$ cat config.mk
export PLATFORM = sky130hd
export DESIGN_NAME = stopwatch_counter
export DESIGN_NICKNAME = d
export VERILOG_FILES = /design/src/rtl/stopwatch_counter_pkg.sv /design/src/rtl/stopwatch_counter_bcd_digit_counter.sv /design/src/rtl/stopwatch_counter.sv
export SDC_FILE = /design/constraint.sdc
export NUM_CORES = 1
export LEC_CHECK = 0
export ABC_AREA = 1
export BUFFER_PORTS_ARGS = -buffer_cell sky130_fd_sc_hd__buf_2
export CAP_MARGIN = 10
export CELL_PAD_IN_SITES_DETAIL_PLACEMENT = 1
export CELL_PAD_IN_SITES_GLOBAL_PLACEMENT = 1
export CORE_ASPECT_RATIO = 0.9
export CORE_MARGIN = 2
export CORE_UTILIZATION = 30
export DETAILED_ROUTE_END_ITERATION = 12
export GPL_ROUTABILITY_DRIVEN = 0
export PLACE_DENSITY_LB_ADDON = 0.1
export SLEW_MARGIN = 20
export SYNTH_ARGS = -nofsm -noshare
export SYNTH_HDL_FRONTEND = slang
export SYNTH_HIERARCHICAL = 1
export SYNTH_SLANG_ARGS = --single-unit
$ cat constraint.sdc
create_clock -name clk -period 5.6 [get_ports clk]
set_input_delay 0.56 -clock clk [delete_from_list [all_inputs] [get_ports clk]]
set_output_delay 0.56 -clock clk [all_outputs]
set_load 0.1 [all_outputs]
$ cat src/rtl/stopwatch_counter_pkg.sv
// Shared BCD digit definitions for the stopwatch counter and its digit counters.
package stopwatch_counter_pkg;

  localparam int unsigned DIGIT_W  = 4;
  localparam int unsigned ONES_MAX = 9;
  localparam int unsigned TENS_MAX = 5;

  typedef logic [DIGIT_W-1:0] digit_t;

  // Four-digit mm:ss time value, most significant digit first.
  typedef struct packed {
    digit_t min_t;
    digit_t min_o;
    digit_t sec_t;
    digit_t sec_o;
  } bcd_time_t;

  localparam bcd_time_t TIME_ZERO = '0;

endpackage

$ cat src/rtl/stopwatch_counter_bcd_digit_counter.sv
// One BCD digit counting 0..MAX, with a carry out in the cycle it rolls over.
module bcd_digit_counter
  import stopwatch_counter_pkg::*;
#(
  parameter int unsigned MAX = ONES_MAX
) (
  input  logic               clk,
  input  logic               rst_n,
  input  logic               inc,
  input  logic               clr,
  output logic [DIGIT_W-1:0] digit,
  output logic               carry
);

  digit_t r_digit;
  logic   w_at_max;

  assign w_at_max = (r_digit == digit_t'(MAX));

  // Digit register: clear wins over increment; rolls MAX -> 0 so it stays in range.
  always_ff @(posedge clk or negedge rst_n) begin
    if (!rst_n) begin
      r_digit <= '0;
    end else if (clr) begin
      r_digit <= '0;
    end else if (inc) begin
      r_digit <= w_at_max ? '0 : r_digit + digit_t'(1);
    end
  end

  assign digit = r_digit;
  assign carry = inc & w_at_max;

endmodule

$ cat src/rtl/stopwatch_counter.sv
// mm:ss stopwatch: run-gated prescaler, rippled BCD digits, lap freeze and rollover pulse.
module stopwatch_counter
  import stopwatch_counter_pkg::*;
#(
  parameter int unsigned TICK_DIV = 40_000_000,
  parameter int unsigned CNT_W    = 26
) (
  input  logic               clk,
  input  logic               rst_n,
  input  logic               run,
  input  logic               clr,
  input  logic               lap,
  output logic [DIGIT_W-1:0] sec_o,
  output logic [DIGIT_W-1:0] sec_t,
  output logic [DIGIT_W-1:0] min_o,
  output logic [DIGIT_W-1:0] min_t,
  output logic               lap_active,
  output logic               wrap
);

  localparam logic [CNT_W-1:0] TICK_LAST = CNT_W'(TICK_DIV - 1);

  logic [CNT_W-1:0] r_presc;
  logic             w_tick;
  logic [3:0]       w_carry;
  bcd_time_t        w_live;
  bcd_time_t        w_disp;
  bcd_time_t        r_snap;
  logic             r_lap_active;
  logic             r_wrap;

  assign w_tick = run & (r_presc == TICK_LAST);

  // Prescaler: advances only while running, holds its fraction on pause.
  always_ff @(posedge clk or negedge rst_n) begin
    if (!rst_n) begin
      r_presc <= '0;
    end else if (clr) begin
      r_presc <= '0;
    end else if (run) begin
      r_presc <= w_tick ? '0 : r_presc + CNT_W'(1);
    end
  end

  bcd_digit_counter #(.MAX(ONES_MAX)) u_sec_o (
    .clk   (clk),
    .rst_n (rst_n),
    .inc   (w_tick),
    .clr   (clr),
    .digit (w_live.sec_o),
    .carry (w_carry[0])
  );

  bcd_digit_counter #(.MAX(TENS_MAX)) u_sec_t (
    .clk   (clk),
    .rst_n (rst_n),
    .inc   (w_carry[0]),
    .clr   (clr),
    .digit (w_live.sec_t),
    .carry (w_carry[1])
  );

  bcd_digit_counter #(.MAX(ONES_MAX)) u_min_o (
    .clk   (clk),
    .rst_n (rst_n),
    .inc   (w_carry[1]),
    .clr   (clr),
    .digit (w_live.min_o),
    .carry (w_carry[2])
  );

  bcd_digit_counter #(.MAX(TENS_MAX)) u_min_t (
    .clk   (clk),
    .rst_n (rst_n),
    .inc   (w_carry[2]),
    .clr   (clr),
    .digit (w_live.min_t),
    .carry (w_carry[3])
  );

  // Lap freeze toggle; the snapshot captures the pre-tick time on entry.
  always_ff @(posedge clk or negedge rst_n) begin
    if (!rst_n) begin
      r_lap_active <= 1'b0;
      r_snap       <= TIME_ZERO;
    end else if (clr) begin
      r_lap_active <= 1'b0;
    end else if (lap) begin
      if (!r_lap_active) begin
        r_snap <= w_live;
      end
      r_lap_active <= ~r_lap_active;
    end
  end

  // Rollover pulse, aligned with the cycle the time reads 00:00.
  always_ff @(posedge clk or negedge rst_n) begin
    if (!rst_n) begin
      r_wrap <= 1'b0;
    end else begin
      r_wrap <= w_carry[3] & ~clr;
    end
  end

  assign w_disp     = r_lap_active ? r_snap : w_live;
  assign sec_o      = w_disp.sec_o;
  assign sec_t      = w_disp.sec_t;
  assign min_o      = w_disp.min_o;
  assign min_t      = w_disp.min_t;
  assign lap_active = r_lap_active;
  assign wrap       = r_wrap;

endmodule

==> metrics.csv <==
stage,metric,value,unit
outcome,status,completed,
clock_network,cts_max_path_buffers,2,
setup_path,slowest_stage,dfrtp_1,
setup_path,crit_fanout,6,
clock_network,ctsResizeCount,0,
global_routing,grt_pass1_wl,16800,um
floorplanning,die_w,120,um
route,drt_wl_total,9750,um
setup_path,cp-end-kind,flip-flop,
synth,yosysTopAreaCell,dfrtp_1,
timing,setup_viol,0,
floorplanning,ios,23,
timing,hold_viol,0,
synth,synth_cells,514,
synth,synth_top_area_share,41.1,%
final_layout,finalNonFillerCells,704,
global_routing,grt_start_max_net_pins,61,
timing,tightest_slew,894,ps
floorplanning,dieArea,0.0131,sq mm
run,drv_cap,0,
clock_network,cts_setup_buffers,0,
timing,fin_skew,6.52,ps
worst_hold_path,hold_path.class,primary input to async pin,
route,ant_nets,0,
global_routing,antenna_found_initial,0,
floorplanning,die_y,109,um
timing,fin_crit_sh,46.3,%
setup_path,required,5860,ps
clock_network,cts.clk_slew.worst_paths,60,ps
timing,clock.fmax,0.385,GHz
floorplanning,core,0.0120,sq mm
global_routing,grtUsageTotal,16.3,%
clock_network,clock_sinks,60,
placed_design,io_buffer_count,22,
route,drt_iter0_drc,125,
final_layout,nets,553,
power_and_ir_drop,ir_drop,0.126,mV
setup_path,cpPeakStageDelay,380,ps
placed_design,place_hpwl,7190,um
timing,rsz0062_at_grt,false,
final_layout,drive_gt1_share,13.6,%
synth,yosysWarnings,6,
global_routing,grt_pass1_vias,3443,
timing,slew_viol_final,0,
final_layout,diodes,0,
route,detail_route.wl_per_cell,13.8,um
synth,synth_seq_cells,60,
setup_path,crit_family,simple AND/OR/NAND/NOR gates,
clock_network,clk-insertion-delay-late,330,ps
setup_path,path_cells,ha_1 > nand3_2 > inv_2 > nand2_4 > nor3_1 > inv_1 > nor2_1 > inv_1 > nor2_1 > inv_1 > nor2_1 > inv_1 > nand2_1 > nand2_1 > nand2_1 > nand2_1 > nor2_1,
power_and_ir_drop,powerDensity,273,mW/mm^2
clock_network,cts_root_buffer,clkbuf_16,
route,dr.pass1.iters,4,
clock_network,h-tree-depth,3,
timing,period_needed,2600,ps
power_and_ir_drop,power.leakage,0.00198,uW
synth,avgSynthCellArea,7.11,sq um
route,via_per_inst,4.66,
route,drc,0,
final_layout,area_growth,16.6,%
timing,maxSlewHeadroom,40.3,%
clock_network,cts_buffers,9,
synth,synth.area.top_cells,"dfrtp_1, nand2_1, inv_1, nor2_1, nand3_1",
route,num_vias,3284,
floorplanning,rows,38,
timing,tns,0,ps
setup_path,crit_path_start_kind,flip-flop,
setup_path,cp_num_buf_inv,5,
synth,ys_seq_area_share,41.1,%
placed_design,dp.cells,688,
setup_path,critical_path_class,flip-flop to flip-flop,
synth,yosys.cell_types.count,25,
clock_network,cts_tree,built,
setup_path,arrival,2850,ps
synth,synth_area,0.00365,sq mm
floorplanning,initial_core_util,30.5,%
clock_network,holdBufCountCts,0,
global_routing,overflow,0,
synth,syn-num-nets,528,
cell usage after synthesis, drive strengths merged:
library cell / instances
nand2: 174
nand3: 36
clkbuf: 8
a21o: 1
nor2: 71
ha: 9
nand4: 10
buf: 1
o21bai: 4
nor3b: 4
nor3: 8
xnor2: 1
xor2: 9
o21ai: 30
dfrtp: 60
inv: 77
a21oi: 8
a22oi: 3
logic make-up (layout without fill, tap and decap cells):
family                     Yosys count  in the layout  synth area share [%]
and+or+nand+nor                    303            303                  37.3
buffers and inverters               86            116                  9.28
DFF                                 60             60                  41.1
AOI/OAI and AO/OA                   46             46                  6.85
xor gates and xnor gates            10             10                  2.40
adders and majority gates            9              9                  3.08
worst paths after layout:
path                            start          endpoint  slack (ps)  cells after the start
min in group clk           r_snap[15]        r_snap[15]         480                      2
max in group asynchronous       rst_n        lap_active        4620                      2
setup / recovery           r_presc[1]  u_min_t/digit[2]        3000                     17
hold reg to reg            r_snap[15]        r_snap[15]         480                      2
setup reg to reg           r_presc[1]  u_min_t/digit[2]        3000                     17
hold / removal                  rst_n       r_presc[20]         390                      2
placed cells by master (no fill, tap or decap), types with 9 or more instances in the layout:
cell         n
buf_2       22
clkbuf_16    9
dfrtp_1     59
ha_1         9
inv_1       75
nand2_1    167
nand3_1     34
nand4_1     10
nor2_1      48
nor2_2      16
o21ai_0     29
xor2_1       9
layer usage:
metal / up-vias / global-route usage [%] / wire length, um
met5: - / 0 / 0
met4: 0 / 5.32 / 154
met3: 13 / 3.66 / 209
met2: 27 / 26.2 / 4370
met1: 1604 / 22.0 / 5010
li1: 1640 / - / -
state kept, by name, summed over array words and instances (netlist names):
register,count
lap_active,1
r_presc,26
r_snap,16
u_min_o/digit,4
u_min_t/digit,4
u_sec_o/digit,4
u_sec_t/digit,4
wrap,1
stage by stage:
stage / total power (uW) / setup slack, ps / area [sq um] / util [%] / hold slack, ps
after floorplan: 517 / 1700 / 3650 / - / 264
after global placement: 543 / 3140 / 3920 / 32.7 / 468
after detailed placement: 545 / 3020 / 3920 / 32.7 / 479
after CTS: 1180 / 2750 / 4260 / 35.5 / 445
after global routing: 1210 / 2570 / 4260 / 35.5 / 471
final: 1160 / 3000 / 4260 / 35.5 / 394
layout make-up:
cell class	count	area, sq um
Sequential cell	60	1500
Timing Repair Buffer	23	118
Clock inverter	4	70.1
Fill cell	1533	7720
Tap cell	160	200
Clock buffer	12	267
Multi-Input combinational cell	368	1810
Inverter	77	289
power by group:
| part | total, uW | switching [uW] | internal (uW) |
|---|---|---|---|
| clock network | 629 | 204 | 424 |
| registers | 457 | 12.5 | 444 |
| logic | 77.9 | 61.8 | 16.1 |
| total | 1160 | 279 | 885 |
Note: power is estimated with default switching activity, not from simulation.
